## src/rtl/mult_pkg.sv

```systemverilog
// Shared types for the sequential add-shift multiplier: FSM state encoding
// and the iteration count of the ADD/SHIFT loop.
package mult_pkg;

    typedef enum logic [1:0] {
        IDLE  = 2'd0,
        ADD   = 2'd1,
        SHIFT = 2'd2,
        DONE  = 2'd3
    } state_t;

    localparam int N_ITER = 8;
    localparam logic [2:0] K_LAST = 3'(N_ITER - 1);

endpackage

```

## src/rtl/adder_8.sv

```systemverilog
// 8-bit adder with carry in/out; the multiplier's only arithmetic resource,
// time-shared across all iterations.
module adder_8 (
    input  logic [7:0] a,
    input  logic [7:0] b,
    input  logic       c_in,
    output logic [7:0] sum,
    output logic       c_out
);

    assign {c_out, sum} = {1'b0, a} + {1'b0, b} + {8'b0, c_in};

endmodule

```

## src/rtl/mult_seq_fsm.sv

```systemverilog
// Next-state and datapath-enable decode for the multiplier sequencer.
// Purely combinational; the state register lives in mult_seq_ctrl.
module mult_seq_fsm
    import mult_pkg::*;
(
    input  logic       start,
    input  logic [2:0] k,
    input  logic [1:0] state,
    input  logic       b_lsb,
    output logic       ld,
    output logic       add_en,
    output logic       sub_sel,
    output logic       shift_en,
    output logic [1:0] next_state
);

    always_comb begin
        ld         = 1'b0;
        add_en     = 1'b0;
        sub_sel    = 1'b0;
        shift_en   = 1'b0;
        next_state = state;
        case (state_t'(state))
            IDLE, DONE: begin
                ld         = start;
                next_state = start ? ADD : IDLE;
            end
            ADD: begin
                add_en     = b_lsb;
                // The last multiplier bit carries negative weight in two's complement.
                sub_sel    = (k == K_LAST);
                next_state = SHIFT;
            end
            SHIFT: begin
                shift_en   = 1'b1;
                next_state = (k == K_LAST) ? DONE : ADD;
            end
            default: next_state = IDLE;
        endcase
    end

endmodule

```

## src/rtl/mult_seq_ctrl.sv

```systemverilog
// Sequencer and register datapath for an 8x8 signed add-shift multiplier.
// Holds A, B, S, X and the iteration count; drives one shared adder_8.
module mult_seq_ctrl
    import mult_pkg::*;
#(
    parameter int WIDTH = 8
) (
    input  logic                 Clk,
    input  logic                 Reset,
    input  logic                 start,
    input  logic [WIDTH-1:0]     multiplicand,
    input  logic [WIDTH-1:0]     multiplier,
    output logic                 busy,
    output logic                 done,
    output logic [2*WIDTH-1:0]   product,
    output logic                 x_bit,
    output logic [1:0]           state_dbg
);

    // Handshake: start is taken on an edge only in IDLE or DONE (never queued);
    // busy is high for the 16 ADD/SHIFT cycles, done for the single cycle after,
    // and product is valid whenever busy is low following a completed run.

    state_t     state;
    logic [1:0] next_state;
    logic [7:0] a, b, s;
    logic       x;
    logic [2:0] k;

    logic       ld, add_en, sub_sel, shift_en;
    logic [7:0] sop, sum;
    logic       c_out;

    mult_seq_fsm u_fsm (
        .start      (start),
        .k          (k),
        .state      (state),
        .b_lsb      (b[0]),
        .ld         (ld),
        .add_en     (add_en),
        .sub_sel    (sub_sel),
        .shift_en   (shift_en),
        .next_state (next_state)
    );

    assign sop = sub_sel ? ~s : s;

    adder_8 u_adder (
        .a     (a),
        .b     (sop),
        .c_in  (sub_sel),
        .sum   (sum),
        .c_out (c_out)
    );

    always_ff @(posedge Clk) begin
        if (Reset) begin
            state <= IDLE;
            k     <= 3'd0;
            a     <= 8'd0;
            b     <= 8'd0;
            s     <= 8'd0;
            x     <= 1'b0;
            busy  <= 1'b0;
            done  <= 1'b0;
        end else begin
            state <= state_t'(next_state);
            busy  <= (state_t'(next_state) == ADD) || (state_t'(next_state) == SHIFT);
            done  <= (state_t'(next_state) == DONE);
            if (ld) begin
                s <= multiplicand;
                b <= multiplier;
                a <= 8'd0;
                x <= 1'b0;
                k <= 3'd0;
            end else if (add_en) begin
                a <= sum;
                // Ninth (sign) bit of the 9-bit sum {A[7],A} +/- {S[7],S}.
                x <= a[7] ^ sop[7] ^ c_out;
            end else if (shift_en) begin
                a <= {x, a[7:1]};
                b <= {a[0], b[7:1]};
                k <= k + 3'd1;
            end
        end
    end

    assign product   = {a, b};
    assign x_bit     = x;
    assign state_dbg = state;

endmodule

```

## config.mk

```make
export PLATFORM = sky130hd
export DESIGN_NAME = mult_seq_ctrl
export DESIGN_NICKNAME = d
export VERILOG_FILES = /design/src/rtl/mult_pkg.sv /design/src/rtl/adder_8.sv /design/src/rtl/mult_seq_fsm.sv /design/src/rtl/mult_seq_ctrl.sv
export SDC_FILE = /design/constraint.sdc
export NUM_CORES = 1
export LEC_CHECK = 0
export BUFFER_PORTS_ARGS = -buffer_cell sky130_fd_sc_hd__buf_2
export CAP_MARGIN = 20
export CORE_ASPECT_RATIO = 1.25
export CORE_UTILIZATION = 48
export DETAILED_ROUTE_END_ITERATION = 10
export PLACE_DENSITY_LB_ADDON = 0.1
export SLEW_MARGIN = 20
export SYNTH_ARGS = -nofsm -noshare
export SYNTH_HDL_FRONTEND = slang
export SYNTH_SLANG_ARGS = --single-unit
```

## constraint.sdc

```tcl
create_clock -name Clk -period 6.7 [get_ports Clk]
set_input_delay 0 -clock Clk [delete_from_list [all_inputs] [get_ports Clk]]
set_output_delay 0 -clock Clk [all_outputs]
set_load 0.01 [all_outputs]
```

After elaboration in Yosys (flattened, before gate mapping)

Index checks and enable logic that the tools add are counted.

Muxes and demuxes: 13
$add $sub $neg: 3
Reduce and logical (&&, ||, !) cells: 8
Equality and inequality tests: 8
Bitwise operators: 4

Operators with widths:

| operator            | number |
|---|---|
| $mux 8              | 6 |
| $add 8x8->9         | 1 |
| $add 9x1->9         | 1 |
| $eq 2x2->1 const B  | 4 |
| $not 8->8           | 1 |
| $pmux 2 s3          | 1 |
| $mux 1              | 5 |
| $eq 2x1->1 const B  | 2 |
| $reduce_and 2->1    | 2 |
| $reduce_bool 2->1   | 2 |
| $reduce_or 2->1     | 2 |
| $add 3x1->3 const B | 1 |
| $eq 3x3->1 const B  | 1 |
| $logic_not 2->1     | 1 |
| $mux 2              | 1 |
| $ne 2x2->1 const B  | 1 |
| $xor 1x1->1         | 2 |
| $logic_or 1x1->1    | 1 |
| $not 1->1           | 1 |

Bits in registers: 32
Word-level logic and storage cells: 44
Input bits: 19
Output and inout bits: 21

Longest topological paths before layout

Gate-level depths: netlist (run 1).

Depth after elaboration: 6
Depth in mapped cells: 10
Gate-level depth less buffers: 10

Modules after synthesis

Synthesis (run 1) repeated with hierarchy kept, for this count alone.

Cell total of the unflattened synthesis: 200
Area, all modules: 1886.8 um^2

Modules (own cells, without submodules):

| module        | cells each | sequential area each (um^2) | area each (um^2) | instances |
|---|---|---|---|---|
| mult_seq_ctrl | 150        | 640.6                       | 1472.7           | 1 |
| adder_8       | 40         | 0.0                         | 331.6            | 1 |
| mult_seq_fsm  | 10         | 0.0                         | 82.6             | 1 |

Least setup slack after synthesis (run 1)

No wires, ideal clock.

Kind: register to register
Start point: reg k[0]
End point: reg a[6]
Clock period less this slack: 2279 ps
Setup slack: 4421 ps
Buffers on the path: 0
Library setup time: 118 ps
Required time: 6582 ps
Stages on the path, launching flop included: 11
Arrival: 2161 ps
Cell sequence: dfxtp_1 -> ha_1 -> ha_1 -> nand2_1 -> xnor2_1 -> fa_1 -> a21oi_1 -> o211ai_1 -> xor2_1 -> a21oi_1 -> nor2_1

Longest elaborated chain between the ends: 6

Ends and longest elaborated chain:

| item                     | RTL line            | RTL |
|---|---|---|
| start: declaration       | mult_seq_ctrl.sv:28 | `logic [2:0] k;` |
| start signal: assignment | mult_seq_ctrl.sv:83 | `k <= k + 3'd1;` |
| $eq 3x3->1 *             | mult_seq_fsm.sv:31  | `sub_sel = (k == K_LAST);` |
| $mux 1 *                 | mult_seq_fsm.sv:23  | `case (state_t'(state))` |
| $mux 8                   | mult_seq_ctrl.sv:46 | `assign sop = sub_sel ? ~s : s;` |
| $add 8x8->9              | adder_8.sv:11       | `assign {c_out, sum} = {1'b0, a} + {1'b0, b} + {8'b0, c_in};` |
| $add 9x1->9 *            | adder_8.sv:11       |  |
| $mux 8 *                 | mult_seq_ctrl.sv:76 | `end else if (add_en) begin` |
| end signal: assignment   | mult_seq_ctrl.sv:77 | `a <= sum;` |
| end signal: assignment   | mult_seq_ctrl.sv:81 | `a <= {x, a[7:1]};` |
| end: declaration         | mult_seq_ctrl.sv:26 | `logic [7:0] a, b, s;` |

Mark *: on every way between the ends. The rest lies on a longest branch, timed or not.
A chain may end at the register's enable or synchronous reset.

Worst setup path after layout (run 1)

Ends and elaborated chain as after synthesis.

==> metrics.txt, run 1 <==
# TYPE chip_impl_metric gauge
chip_impl_metric{name="post_synth_inst_count",unit=""} 210
chip_impl_metric{name="numPortBuffers",unit=""} 39
chip_impl_info{name="crit_chain",value="ha_1, ha_1, nand2_1, xnor2_1, fa_1, a21oi_1, o211ai_1, xor2_1, a21oi_1, nor2_1"} 1
chip_impl_metric{name="total_leakage_power",unit="nW"} 0.958
chip_impl_info{name="status",value="complete, no violations"} 1
chip_impl_metric{name="timing.clock.skew",unit="ns"} 0.00428
chip_impl_info{name="clock-root-buffer",value="sky130_fd_sc_hd__clkbuf_8"} 1
chip_impl_metric{name="clock_insertion_delay_worst_skew",unit="ns"} 0.28
chip_impl_metric{name="drtAntennaViolNets",unit=""} 0
chip_impl_metric{name="finish.net_count",unit=""} 294
chip_impl_metric{name="global_route.overflow_total",unit=""} 0
chip_impl_metric{name="worst-endpoint-arrival",unit="ns"} 2.64
chip_impl_info{name="holdCritPathClass",value="in -> reg"} 1
chip_impl_metric{name="post_synth_num_cell_types",unit=""} 33
chip_impl_metric{name="worst_ep_required_time",unit="ns"} 6.85
chip_impl_info{name="synthFlopType",value="sky130_fd_sc_hd__dfxtp_1"} 1
chip_impl_info{name="most_numerous_cell_in_the_yosys_netlist",value="sky130_fd_sc_hd__nand2_1"} 1
chip_impl_info{name="worstHoldStart",value="Reset"} 1
chip_impl_metric{name="drcViolationCount",unit=""} 0
chip_impl_metric{name="area_share_of_the_leading_cell_type_in_the_synthesized_netlist",unit=""} 0.367
chip_impl_metric{name="final-hold-violation-count",unit=""} 0
chip_impl_metric{name="global_route_wire_length_before_repair",unit="µm"} 6350
chip_impl_metric{name="clock-sinks",unit=""} 32
chip_impl_metric{name="wire_length_per_cell",unit="µm"} 12.9
chip_impl_metric{name="max-vdd-ir-drop",unit="mV"} 0.145
chip_impl_metric{name="die_w",unit="µm"} 56.0
chip_impl_metric{name="hpwlAfterDp",unit="µm"} 2710
chip_impl_metric{name="routed_wl",unit="µm"} 3870
chip_impl_info{name="kind_of_critical_path",value="reg -> reg"} 1
chip_impl_metric{name="nFillCells",unit=""} 299
chip_impl_metric{name="dpl.cell_count",unit=""} 276
chip_impl_metric{name="cts.reportedPaths.clkPinSlew",unit="ns"} 0.07
chip_impl_metric{name="timing.max_slew.rel_slack",unit=""} 0.549
chip_impl_metric{name="crit_path_max_fanout",unit=""} 8
chip_impl_info{name="first_element_of_the_critical_path",value="k[0]"} 1
chip_impl_metric{name="coreArea",unit="mm²"} 0.00348
chip_impl_metric{name="drv_cap",unit=""} 0
chip_impl_metric{name="dpl_worst_slack",unit="ns"} 4.23
chip_impl_metric{name="worst_slew_pin_tran",unit="ns"} 0.677
chip_impl_metric{name="synth_enable_flop_cells",unit=""} 0
chip_impl_metric{name="yosys_warning_count",unit=""} 0
chip_impl_metric{name="start_util",unit=""} 0.501
chip_impl_metric{name="cts_max_path_buffers",unit=""} 2
chip_impl_metric{name="number_of_placed_i_o_pins",unit=""} 40
chip_impl_info{name="cts_tree",value="yes"} 1
chip_impl_metric{name="slew_viol_final",unit=""} 0
chip_impl_metric{name="chipHeight",unit="µm"} 69.4
chip_impl_metric{name="htree_levels",unit=""} 2
chip_impl_metric{name="timing.final.setup_violations",unit=""} 0
chip_impl_metric{name="drt_pass_1_iters",unit=""} 4
chip_impl_metric{name="post-route-period-util",unit=""} 0.371
chip_impl_metric{name="totalPowerFinal",unit="µW"} 425
chip_impl_metric{name="yosysSeqAreaShare",unit=""} 0.367
chip_impl_metric{name="syn_area",unit="mm²"} 0.00175
chip_impl_info{name="yosys-top-cells-area",value="sky130_fd_sc_hd__dfxtp_1 37%, sky130_fd_sc_hd__ha_1 10%, sky130_fd_sc_hd__nand2_1 9.7%, sky130_fd_sc_hd__a21oi_1 5.7%, sky130_fd_sc_hd__xnor2_1 4.5%"} 1
chip_impl_info{name="post_synth_most_frequent_cells",value="45 x sky130_fd_sc_hd__nand2_1, 32 x sky130_fd_sc_hd__dfxtp_1, 20 x sky130_fd_sc_hd__a21oi_1, 18 x sky130_fd_sc_hd__nor2_1, 14 x sky130_fd_sc_hd__ha_1"} 1
chip_impl_info{name="rr_startpoint",value="k[0]"} 1
chip_impl_metric{name="maximum_clock_rate",unit="GHz"} 0.402
chip_impl_metric{name="power_per_cell_area",unit="mW/mm²"} 195
chip_impl_metric{name="count_of_non_filler_cells_in_the_finished_layout",unit=""} 300
chip_impl_metric{name="grt_usage",unit=""} 0.203
chip_impl_metric{name="synth.avg_cell_area",unit="µm²"} 8.32
chip_impl_metric{name="routabilityCongestion",unit=""} 0.810
chip_impl_metric{name="route.vias.total",unit=""} 1598
chip_impl_metric{name="antenna_cells",unit=""} 0
chip_impl_info{name="rsz0062_at_grt",value="no"} 1
chip_impl_info{name="synth.largest_area_cell",value="sky130_fd_sc_hd__dfxtp_1"} 1
chip_impl_metric{name="postSynthNetCount",unit=""} 244
chip_impl_metric{name="cp_slowest_stage_delay",unit="ns"} 0.45
chip_impl_metric{name="area_growth",unit="%"} 24.9
chip_impl_metric{name="grt_antenna_before_repair",unit=""} 0
chip_impl_metric{name="detail_route.iter0.violations",unit=""} 42
chip_impl_info{name="critical_path.startpoint_type",value="flop"} 1
chip_impl_metric{name="ctsResizeCount",unit=""} 0
chip_impl_metric{name="routed_via_density",unit=""} 5.33
chip_impl_metric{name="final.min_clock_period",unit="ns"} 2.49
chip_impl_metric{name="postSynthRegisterBits",unit=""} 32
chip_impl_metric{name="ys_async_sr_fraction",unit=""} 0
chip_impl_info{name="crit_slowest_cell",value="sky130_fd_sc_hd__fa_1"} 1
chip_impl_metric{name="post-cts-setup-buffer-count",unit=""} 0
chip_impl_info{name="cp-end-kind",value="flop"} 1
chip_impl_metric{name="die-area",unit="mm²"} 0.00389
chip_impl_metric{name="fin_ws",unit="ns"} 4.21
chip_impl_metric{name="floorplan.rows",unit=""} 24
chip_impl_metric{name="numCtsBuffers",unit=""} 5
chip_impl_metric{name="cts_hold_repair.buffers",unit=""} 16
chip_impl_metric{name="first_global_vias",unit=""} 1494
chip_impl_metric{name="tns",unit="ns"} 0
chip_impl_metric{name="grt_start_max_net_pins",unit=""} 22
chip_impl_metric{name="final_layout_size_suffix_gt1_frac",unit=""} 0.195
-- registers in the layout, summed over array words and instances (netlist names) --
register / cells
busy: 1
s: 8
b: 8
state_dbg: 2
a: 8
k: 3
done: 1
x_bit: 1
-- stage by stage --
stage | instance area (µm²) | util | hold WS, ns
after global placement | 1930 | 0.554 | 0.243
after floorplan | 1750 | - | 0.136
after CTS | 2180 | 0.626 | 0.109
final | 2180 | 0.626 | 0.111
after detailed placement | 1930 | 0.554 | 0.246
after global routing | 2180 | 0.626 | 0.135
-- worst max-delay path: cells and delay by family, from the launching register on --
family	cells	cell delay, ns
AND/OR/NAND/NOR	2	0.34
flip-flops	1	0.32
AO/OA/AOI/OAI	3	0.51
XOR/XNOR	2	0.34
adder cells (fa/ha/maj)	3	0.86
-- final cells by class --
cell class | instances | area [µm²] | area share
well taps | 39 | 48.8 | 0.0224
inverters | 4 | 15.0 | 0.00688
multi-input cells | 162 | 1030 | 0.471
clock buffers | 7 | 86.3 | 0.0396
flip-flops and latches | 32 | 641 | 0.294
repair buffers | 55 | 355 | 0.163
clock inverters | 1 | 7.51 | 0.00344
-- final timing paths --
check               to  cells past startpoint  slack, ns
setup / recovery  a[6]                     10       4.21
hold / removal    done                      2       0.11
setup reg to reg  a[6]                     10       4.21
hold reg to reg   s[7]                      2       0.47
-- cells in the final DEF (no fill, tap or decap), types with 4 or more instances in the layout --
cell / instances
sky130_fd_sc_hd__xnor2_1: 9
sky130_fd_sc_hd__nor3_1: 4
sky130_fd_sc_hd__nand3_1: 4
sky130_fd_sc_hd__inv_1: 4
sky130_fd_sc_hd__nand2_1: 45
sky130_fd_sc_hd__a311oi_1: 8
sky130_fd_sc_hd__dfxtp_1: 32
sky130_fd_sc_hd__xor2_1: 4
sky130_fd_sc_hd__nor2_1: 18
sky130_fd_sc_hd__clkbuf_8: 6
sky130_fd_sc_hd__buf_2: 39
sky130_fd_sc_hd__a21oi_1: 20
sky130_fd_sc_hd__mux2i_1: 7
sky130_fd_sc_hd__ha_1: 14
sky130_fd_sc_hd__dlygate4sd3_1: 16
-- logic make-up (layout without fill, tap and decap cells) --
logic type | Yosys count | after routing | synth area share
AO/OA/AOI/OAI | 43 | 43 | 0.166
XOR/XNOR | 13 | 13 | 0.0652
adder cells (fa/ha/maj) | 15 | 15 | 0.112
buffers and inverters | 16 | 67 | 0.0444
flip-flops | 32 | 32 | 0.367
multiplexers | 7 | 7 | 0.0401
AND/OR/NAND/NOR | 84 | 84 | 0.206
-- layer usage --
layer,global-route usage,routed length (µm)
met5,0,0
met3,0.0448,122
met1,0.239,1740
met4,0.0596,37
met2,0.364,1980
-- report_power, final --
group	total (mW)	internal, mW	switching, mW
combinational	0.0648	0.0290	0.0359
sequential	0.207	0.200	0.00742
clock	0.153	0.0834	0.0701
total	0.425	0.312	0.113
Note: power is estimated with default switching activity, not from simulation.
==> inputs of run 2 (changes only) <==
Settings changed: ABC_AREA set to 1.
Clock period 6.7 ns to 2.2 ns, I/O delays scaled along.
==> run 2 against run 1 <==
  * The flow now finishes with violations (DRC)
  * Cell count rose by 14%
  * Count of clock-buffer cells in the layout unchanged
  * Worst hold slack got worse by 0.11 ns
  * Maximum frequency grew 19%
  * Core utilization up 4.1 points
  * Register-to-register slack got worse by 4.1 ns
  * Sequential power rose to 3.1 times the previous value
  * Routed wire length up 8.6%
  * Clock power rose to 4.1 times the previous value
  * Sequential cell count unchanged
  * Design area is 9.3% higher
  * Clock skew up 0.0046 ns
  * Critical path type unchanged
==> metrics.txt, run 2 <==
# TYPE chip_impl_metric gauge
chip_impl_metric{name="timing.final.setup_violations",unit=""} 0
chip_impl_metric{name="die-area",unit="mm²"} 0.00406
chip_impl_metric{name="yosys_warning_count",unit=""} 0
chip_impl_metric{name="fin_ws",unit="ns"} 0.104
chip_impl_metric{name="first_global_vias",unit=""} 1601
chip_impl_metric{name="clock-sinks",unit=""} 32
chip_impl_metric{name="cts.reportedPaths.clkPinSlew",unit="ns"} 0.07
chip_impl_metric{name="worst_ep_required_time",unit="ns"} 2.41
chip_impl_info{name="status",value="complete, but fails checks"} 1
chip_impl_metric{name="final-hold-violation-count",unit=""} 0
chip_impl_metric{name="max-vdd-ir-drop",unit="mV"} 0.534
chip_impl_metric{name="grt_start_max_net_pins",unit=""} 19
chip_impl_metric{name="total_leakage_power",unit="nW"} 1.13
chip_impl_info{name="most_numerous_cell_in_the_yosys_netlist",value="sky130_fd_sc_hd__nand2_1"} 1
chip_impl_metric{name="global_route.overflow_total",unit=""} 0
chip_impl_metric{name="chipHeight",unit="µm"} 71.0
chip_impl_metric{name="coreArea",unit="mm²"} 0.00357
chip_impl_metric{name="postSynthRegisterBits",unit=""} 32
chip_impl_metric{name="floorplan.rows",unit=""} 24
chip_impl_metric{name="drcViolationCount",unit=""} 2
chip_impl_info{name="clock-root-buffer",value="sky130_fd_sc_hd__clkbuf_8"} 1
chip_impl_metric{name="tns",unit="ns"} 0
chip_impl_metric{name="synth.avg_cell_area",unit="µm²"} 7.40
chip_impl_metric{name="drv_cap",unit=""} 0
chip_impl_info{name="post_synth_most_frequent_cells",value="56 x sky130_fd_sc_hd__nand2_1, 32 x sky130_fd_sc_hd__dfxtp_1, 32 x sky130_fd_sc_hd__nor2_1, 25 x sky130_fd_sc_hd__inv_1"} 1
chip_impl_metric{name="worst-endpoint-arrival",unit="ns"} 2.31
chip_impl_metric{name="syn_area",unit="mm²"} 0.00183
chip_impl_info{name="synth.largest_area_cell",value="sky130_fd_sc_hd__dfxtp_1"} 1
chip_impl_metric{name="drt_pass_1_iters",unit=""} 7
chip_impl_metric{name="timing.clock.skew",unit="ns"} 0.00891
chip_impl_info{name="critical_path.startpoint_type",value="flop"} 1
chip_impl_metric{name="start_util",unit=""} 0.512
chip_impl_metric{name="power_per_cell_area",unit="mW/mm²"} 628
chip_impl_metric{name="antenna_cells",unit=""} 0
chip_impl_info{name="kind_of_critical_path",value="reg -> reg"} 1
chip_impl_metric{name="area_growth",unit="%"} 30.5
chip_impl_info{name="holdCritPathClass",value="in -> reg"} 1
chip_impl_metric{name="post_synth_num_cell_types",unit=""} 34
chip_impl_metric{name="area_share_of_the_leading_cell_type_in_the_synthesized_netlist",unit=""} 0.350
chip_impl_metric{name="routabilityCongestion",unit=""} 0.861
chip_impl_metric{name="route.vias.total",unit=""} 1777
chip_impl_metric{name="post-route-period-util",unit=""} 0.953
chip_impl_metric{name="final.min_clock_period",unit="ns"} 2.10
chip_impl_metric{name="yosysSeqAreaShare",unit=""} 0.350
chip_impl_metric{name="timing.max_slew.rel_slack",unit=""} 0.778
chip_impl_metric{name="maximum_clock_rate",unit="GHz"} 0.477
chip_impl_metric{name="worst_slew_pin_tran",unit="ns"} 0.332
chip_impl_info{name="commonest_cells_after_routing_fill_and_taps_aside",value="53 x sky130_fd_sc_hd__nand2_1, 39 x sky130_fd_sc_hd__buf_2, 32 x sky130_fd_sc_hd__nor2_1"} 1
chip_impl_metric{name="ys_async_sr_fraction",unit=""} 0
chip_impl_metric{name="postSynthNetCount",unit=""} 281
chip_impl_metric{name="fin_util",unit=""} 0.668
chip_impl_metric{name="htree_levels",unit=""} 2
chip_impl_metric{name="hpwlAfterDp",unit="µm"} 2920
chip_impl_metric{name="final_layout_size_suffix_gt1_frac",unit=""} 0.253
chip_impl_info{name="cts_tree",value="yes"} 1
chip_impl_metric{name="numPortBuffers",unit=""} 39
chip_impl_metric{name="global_route_wire_length_before_repair",unit="µm"} 7040
chip_impl_info{name="synthFlopType",value="sky130_fd_sc_hd__dfxtp_1"} 1
chip_impl_metric{name="routed_wl",unit="µm"} 4210
chip_impl_metric{name="number_of_placed_i_o_pins",unit=""} 40
chip_impl_info{name="largestRegisters",value="a x8, b x8, s x8"} 1
chip_impl_metric{name="crit_path_max_fanout",unit=""} 7
chip_impl_metric{name="slew_viol_final",unit=""} 0
chip_impl_metric{name="timing.hold.ws",unit="ns"} 0.00390
chip_impl_metric{name="die_w",unit="µm"} 57.2
chip_impl_metric{name="detail_route.iter0.violations",unit=""} 68
chip_impl_info{name="yosys-top-cells-area",value="sky130_fd_sc_hd__dfxtp_1 35%, sky130_fd_sc_hd__nand2_1 11%, sky130_fd_sc_hd__ha_1 9.6%, sky130_fd_sc_hd__nor2_1 6.6%, sky130_fd_sc_hd__inv_1 5.1%"} 1
chip_impl_metric{name="post_synth_inst_count",unit=""} 247
chip_impl_metric{name="totalPowerFinal",unit="mW"} 1.50
chip_impl_info{name="cp-end-kind",value="flop"} 1
chip_impl_metric{name="wire_length_per_cell",unit="µm"} 12.3
chip_impl_metric{name="grt_antenna_before_repair",unit=""} 0
chip_impl_metric{name="numCtsBuffers",unit=""} 5
chip_impl_info{name="violations",value="DRC"} 1
chip_impl_metric{name="dpl_worst_slack",unit="ns"} -0.0189
chip_impl_metric{name="drtAntennaViolNets",unit=""} 0
chip_impl_metric{name="synth_enable_flop_cells",unit=""} 0
chip_impl_metric{name="finish.net_count",unit=""} 337
chip_impl_metric{name="routed_via_density",unit=""} 5.18
chip_impl_metric{name="cts_max_path_buffers",unit=""} 2
chip_impl_metric{name="clock_insertion_delay_worst_skew",unit="ns"} 0.29
chip_impl_metric{name="grt_usage",unit=""} 0.223
chip_impl_info{name="rsz0062_at_grt",value="yes"} 1
chip_impl_info{name="mostFrequentLayoutCell",value="sky130_fd_sc_hd__nand2_1"} 1
## run 2: cell count changes after synthesis, moves of 4 or more
cell	change
sky130_fd_sc_hd__inv_1	+21
sky130_fd_sc_hd__nor2_1	+14
sky130_fd_sc_hd__nand2_1	+11
sky130_fd_sc_hd__o21ai_0	+11
sky130_fd_sc_hd__nand3_1	+9
sky130_fd_sc_hd__mux2i_1	-7
sky130_fd_sc_hd__a21oi_1	-6
sky130_fd_sc_hd__buf_2	-4
sky130_fd_sc_hd__xor2_1	-4
## run 2: layout make-up
class,instances,area [µm²]
fillers,298,1190
multi-input cells,180,1100
flip-flops and latches,32,643
repair buffers,54,342
inverters,30,123
clock buffers,7,96.3
well taps,39,48.8
clock inverters,1,30.0
## run 2: stage by stage
step / instances / instance area (µm²)
after floorplan: 247 / 1830
after global placement: 322 / 2050
after detailed placement: 322 / 2050
after CTS: 342 / 2300
after global routing: 343 / 2390
final: 343 / 2390
## run 2: critical path, stage by stage, from the launching register on
cell and delay [ns]:
sky130_fd_sc_hd__dfxtp_2 0.36, sky130_fd_sc_hd__ha_4 0.14, sky130_fd_sc_hd__ha_4 0.16, sky130_fd_sc_hd__nand2_8 0.08
sky130_fd_sc_hd__buf_6 0.13, sky130_fd_sc_hd__xnor2_2 0.12, sky130_fd_sc_hd__ha_1 0.35, sky130_fd_sc_hd__nand2_2 0.08
sky130_fd_sc_hd__nor3_2 0.18, sky130_fd_sc_hd__nand2_2 0.08, sky130_fd_sc_hd__nand2_1 0.07, sky130_fd_sc_hd__nand2_1 0.05
sky130_fd_sc_hd__nand2_1 0.05, sky130_fd_sc_hd__nand2_1 0.04, sky130_fd_sc_hd__a21oi_1 0.13
## run 2: path summary, 6_finish.rpt
check	startpoint	end	slack (ns)	depth (start not counted)
worst min-delay path	multiplier[5]	b[5]	0.004	3
worst min register to register	k[1]	k[1]	0.49	2
worst max-delay path	k[1]	x_bit	0.10	14
worst max register to register	k[1]	x_bit	0.10	14
## run 2: cells by family after synthesis
kind of cell,after synthesis,share of synthesized area
simple gates,114,0.267
compound gates,43,0.149
buf+inv,35,0.0890
fa+ha+maj,15,0.107
flops,32,0.350
xor+xnor,8,0.0383
## run 2: layer usage
| metal | vias to the layer above | track usage | part of all wire |
|---|---|---|---|
| met5 | - | 0 | 0 |
| met4 | 0 | 0.119 | 0.019 |
| met1 | 804 | 0.251 | 0.45 |
| li1 | 917 | - | - |
| met3 | 8 | 0.0475 | 0.038 |
| met2 | 48 | 0.391 | 0.50 |
## run 2: timing repair
item / CTS / global route
pin swaps: 0 / 8
endpoints found under the hold margin: 12 / 0
gates resized for setup: 1 / 16
hold buffers: 12 / 0
setup endpoints to repair: 2 / 7
buffers inserted: 0 / 1
## run 2: where the power goes
group          switching [mW]  internal (mW)  leakage, nW  total [mW]
clock network           0.227          0.400       0.0645       0.626
registers              0.0240          0.611        0.263       0.635
logic                   0.133          0.103        0.798       0.236
==> inputs of run 3 (changes only) <==
Settings changed: SYNTH_HIERARCHICAL set to 1.
==> run 3 against run 2 <==
  * The run ends with setup timing left
  * Clock skew down 0.0026 ns
  * Worst hold slack worse by 0.00065 ns
  * Combinational power down 15%
  * Die area up 6.7%
  * Maximum frequency down 13%
  * Critical path depth up 6
  * Non-clock buffer count up 11
  * Routed wire length up 8.6%
  * Clock power down 22%
  * Via count up 9.0%
  * Sequential cell count unchanged
  * Total power down 13%
==> metrics.txt, run 3 <==
# TYPE chip_impl_metric gauge
chip_impl_info{name="status",value="complete, but fails checks"} 1
chip_impl_info{name="violations",value="setup timing"} 1
chip_impl_metric{name="area_growth",unit="%"} 33.7
chip_impl_metric{name="yosysSeqAreaShare",unit=""} 0.328
chip_impl_metric{name="grt_start_max_net_pins",unit=""} 22
chip_impl_info{name="worstHoldStart",value="multiplicand[7]"} 1
chip_impl_metric{name="grt_antenna_before_repair",unit=""} 0
chip_impl_metric{name="synth_adder_area_share",unit=""} 0.0909
chip_impl_metric{name="coreArea",unit="mm²"} 0.00385
chip_impl_metric{name="route.vias.total",unit=""} 1937
chip_impl_metric{name="postLayoutCellArea",unit="mm²"} 0.00261
chip_impl_metric{name="area_share_of_the_leading_cell_type_in_the_synthesized_netlist",unit=""} 0.328
chip_impl_metric{name="maximum_clock_rate",unit="GHz"} 0.413
chip_impl_metric{name="synth_enable_flop_cells",unit=""} 0
chip_impl_metric{name="cts_max_path_buffers",unit=""} 2
chip_impl_metric{name="synth_simple_gate_area_frac",unit=""} 0.357
chip_impl_metric{name="slew_viol_final",unit=""} 0
chip_impl_metric{name="postSynthRegisterBits",unit=""} 32
chip_impl_info{name="synth.largest_area_cell",value="sky130_fd_sc_hd__dfxtp_1"} 1
chip_impl_info{name="cts_tree",value="yes"} 1
chip_impl_metric{name="crit_path_max_fanout",unit=""} 3
chip_impl_info{name="critical_path.reg2reg.endpoint",value="x_bit"} 1
chip_impl_metric{name="worst_slew_pin_tran",unit="ns"} 0.443
chip_impl_info{name="crit_chain",value="inv_2, ha_4, inv_2, nor2_4, xor2_2, fa_2, fa_2, nand2_2, nand2_2, nand3b_4, nand2_2, nand2_2, nand2_2, inv_1, nand2_1, nand2_1, nand2_1, nand3_1, nand2_1, inv_1"} 1
chip_impl_info{name="main_combinational_cell_family_by_area_after_synthesis",value="simple AND/OR/NAND/NOR gates"} 1
chip_impl_metric{name="clock-sinks",unit=""} 32
chip_impl_metric{name="first_global_vias",unit=""} 1770
chip_impl_metric{name="start_util",unit=""} 0.508
chip_impl_info{name="cp-end-kind",value="flop"} 1
chip_impl_metric{name="power_per_cell_area",unit="mW/mm²"} 499
chip_impl_metric{name="antenna_cells",unit=""} 0
chip_impl_info{name="critical-path-top-cell-by-count",value="sky130_fd_sc_hd__nand2_2"} 1
chip_impl_metric{name="synth.avg_cell_area",unit="µm²"} 6.76
chip_impl_metric{name="mux_share_of_post_synthesis_cell_area",unit=""} 0
chip_impl_metric{name="hpwlAfterDp",unit="µm"} 3160
chip_impl_metric{name="syn_area",unit="mm²"} 0.00195
chip_impl_metric{name="cts.reportedPaths.clkPinSlew",unit="ns"} 0.07
chip_impl_metric{name="post_synth_num_cell_types",unit=""} 30
chip_impl_metric{name="final-hold-violation-count",unit=""} 0
chip_impl_metric{name="worst_ep_required_time",unit="ns"} 2.43
chip_impl_metric{name="post-route-period-util",unit=""} 1.10
chip_impl_info{name="post_synth_most_frequent_cells",value="122 x sky130_fd_sc_hd__nand2_1, 32 x sky130_fd_sc_hd__dfxtp_1, 30 x sky130_fd_sc_hd__inv_1, 18 x sky130_fd_sc_hd__a21oi_1"} 1
chip_impl_metric{name="htree_levels",unit=""} 2
chip_impl_metric{name="place_area",unit="mm²"} 0.00232
chip_impl_metric{name="clock_insertion_delay_worst_skew",unit="ns"} 0.29
chip_impl_metric{name="chipHeight",unit="µm"} 73.3
chip_impl_info{name="synthFlopType",value="sky130_fd_sc_hd__dfxtp_1"} 1
chip_impl_info{name="rr_startpoint",value="state_dbg[1]"} 1
chip_impl_metric{name="nFillCells",unit=""} 367
chip_impl_metric{name="numPortBuffers",unit=""} 39
chip_impl_metric{name="hold_path_depth",unit=""} 3
chip_impl_metric{name="fin_util",unit=""} 0.679
chip_impl_info{name="critical_path.startpoint_type",value="flop"} 1
chip_impl_metric{name="finish.net_count",unit=""} 386
chip_impl_metric{name="totalPowerFinal",unit="mW"} 1.30
chip_impl_info{name="holdCritPathClass",value="in -> reg"} 1
chip_impl_metric{name="global_route_wire_length_before_repair",unit="µm"} 7380
chip_impl_metric{name="grt_usage",unit=""} 0.225
chip_impl_metric{name="drv_cap",unit=""} 0
chip_impl_metric{name="postSynthNetCount",unit=""} 321
chip_impl_metric{name="global_route.overflow_total",unit=""} 0
chip_impl_metric{name="routed_via_density",unit=""} 4.74
chip_impl_metric{name="floorplan.rows",unit=""} 25
chip_impl_metric{name="die_w",unit="µm"} 59.1
chip_impl_metric{name="die-area",unit="mm²"} 0.00433
chip_impl_info{name="most_numerous_cell_in_the_yosys_netlist",value="sky130_fd_sc_hd__nand2_1"} 1
chip_impl_metric{name="synth-xor-area-share",unit=""} 0.0493
chip_impl_metric{name="number_of_placed_i_o_pins",unit=""} 40
chip_impl_metric{name="ys_async_sr_fraction",unit=""} 0
chip_impl_info{name="yosys-top-cells-area",value="sky130_fd_sc_hd__dfxtp_1 33%, sky130_fd_sc_hd__nand2_1 23%, sky130_fd_sc_hd__ha_1 7.0%, sky130_fd_sc_hd__inv_1 5.8%, sky130_fd_sc_hd__a21oi_1 4.6%"} 1
chip_impl_info{name="crit_slowest_cell",value="sky130_fd_sc_hd__fa_2"} 1
chip_impl_metric{name="post_synth_inst_count",unit=""} 289
chip_impl_metric{name="routabilityCongestion",unit=""} 0.795
chip_impl_metric{name="drtAntennaViolNets",unit=""} 0
chip_impl_metric{name="max-vdd-ir-drop",unit="mV"} 0.436
chip_impl_info{name="clock-root-buffer",value="sky130_fd_sc_hd__clkbuf_8"} 1
chip_impl_metric{name="worst-r2r-cell-count",unit=""} 20
chip_impl_metric{name="r2r_setup_slack",unit="ns"} -0.22
chip_impl_metric{name="wire_length_per_cell",unit="µm"} 11.2
chip_impl_metric{name="detail_route.iter0.violations",unit=""} 63
chip_impl_info{name="kind_of_critical_path",value="reg -> reg"} 1
chip_impl_metric{name="compound_gate_fraction_of_synth_area",unit=""} 0.0717
chip_impl_metric{name="yosys_warning_count",unit=""} 6
chip_impl_metric{name="routed_wl",unit="µm"} 4570
chip_impl_info{name="rsz0062_at_grt",value="yes"} 1
chip_impl_info{name="worstHoldEndpoint",value="s[7]"} 1
chip_impl_info{name="largestRegisters",value="a x8, b x8, s x8"} 1
chip_impl_info{name="commonest_cells_after_routing_fill_and_taps_aside",value="116 x sky130_fd_sc_hd__nand2_1, 39 x sky130_fd_sc_hd__buf_2, 30 x sky130_fd_sc_hd__dfxtp_1"} 1
chip_impl_metric{name="timing.clock.skew",unit="ns"} 0.00627
chip_impl_metric{name="timing.max_slew.rel_slack",unit=""} 0.704
chip_impl_metric{name="fin_ws",unit="ns"} -0.221
chip_impl_metric{name="timing.final.setup_violations",unit=""} 5
chip_impl_info{name="mostFrequentLayoutCell",value="sky130_fd_sc_hd__nand2_1"} 1
chip_impl_metric{name="numCtsBuffers",unit=""} 5
chip_impl_metric{name="final_layout_size_suffix_gt1_frac",unit=""} 0.315
chip_impl_metric{name="total_leakage_power",unit="nW"} 1.40
chip_impl_metric{name="final.min_clock_period",unit="ns"} 2.42
chip_impl_metric{name="drcViolationCount",unit=""} 0
chip_impl_metric{name="drt_pass_1_iters",unit=""} 4
chip_impl_metric{name="cp_slowest_stage_delay",unit="ns"} 0.39
chip_impl_metric{name="worst-endpoint-arrival",unit="ns"} 2.65
==> run 3: final cells by class <==
| class | instances | area (µm²) | share of cell area |
|---|---|---|---|
| clock inverters | 2 | 15.0 | 0.00575 |
| inverters | 38 | 148 | 0.0565 |
| clock buffers | 6 | 82.6 | 0.0316 |
| repair buffers | 65 | 423 | 0.162 |
| well taps | 54 | 67.6 | 0.0259 |
| flip-flops and latches | 32 | 643 | 0.246 |
| multi-input cells | 212 | 1230 | 0.472 |
==> run 3: how the worst max path moves through the flow <==
stage,slack [ns],start,depth (start not counted),endpoint
after floorplan,-0.25,state_dbg[1],21,x_bit
after global placement,-0.13,state_dbg[1],19,x_bit
after detailed placement,-0.19,state_dbg[1],19,x_bit
after CTS,-0.20,state_dbg[1],20,x_bit
after global routing,-0.38,state_dbg[1],20,x_bit
final,-0.22,state_dbg[1],20,x_bit
==> run 3: kinds of logic after synthesis <==
family                   count (synthesis)
XOR/XNOR                                11
AO/OA/AOI/OAI                           26
AND/OR/NAND/NOR                        162
adder cells (fa/ha/maj)                 13
buffers and inverters                   45
flip-flops                              32
==> run 3: critical path: cells and delay by family, from the launching register on <==
| family | cells | cell delay (ns) |
|---|---|---|
| flops | 1 | 0.33 |
| buf+inv | 4 | 0.21 |
| xor+xnor | 1 | 0.10 |
| fa+ha+maj | 3 | 0.88 |
| simple gates | 12 | 0.85 |
==> run 3: per-layer routing <==
layer | part of all wire | vias up | global-route usage | routed length [µm]
li1 | - | 1010 | - | -
met1 | 0.43 | 878 | 0.246 | 1970
met2 | 0.53 | 43 | 0.433 | 2410
met3 | 0.030 | 6 | 0.0370 | 136
met4 | 0.011 | 0 | 0.0635 | 51
met5 | 0 | - | 0 | 0
==> run 3: stage by stage <==
step | hold slack [ns] | instances | worst slack [ns] | TNS [ns]
CTS | 0.00234 | 409 | -0.201 | -0.427
global placement | 0.259 | 392 | -0.130 | -0.255
floorplan | 0.140 | 289 | -0.247 | -0.425
finish | 0.00325 | 409 | -0.221 | -0.480
global route | 0.0148 | 409 | -0.378 | -1.32
detailed placement | 0.261 | 392 | -0.191 | -0.394
==> run 3: repair_timing <==
action	CTS	global route
endpoints found under the setup margin	5	7
hold buffers	7	0
gates cloned	0	0
gates resized for setup	4	18
hold endpoints to repair	7	0
pin swaps	6	18
setup buffers	2	0
==> run 3: report_power, final <==
part / switching [mW] / internal, mW
registers: 0.0166 / 0.600
logic: 0.113 / 0.0882
clock network: 0.233 / 0.253
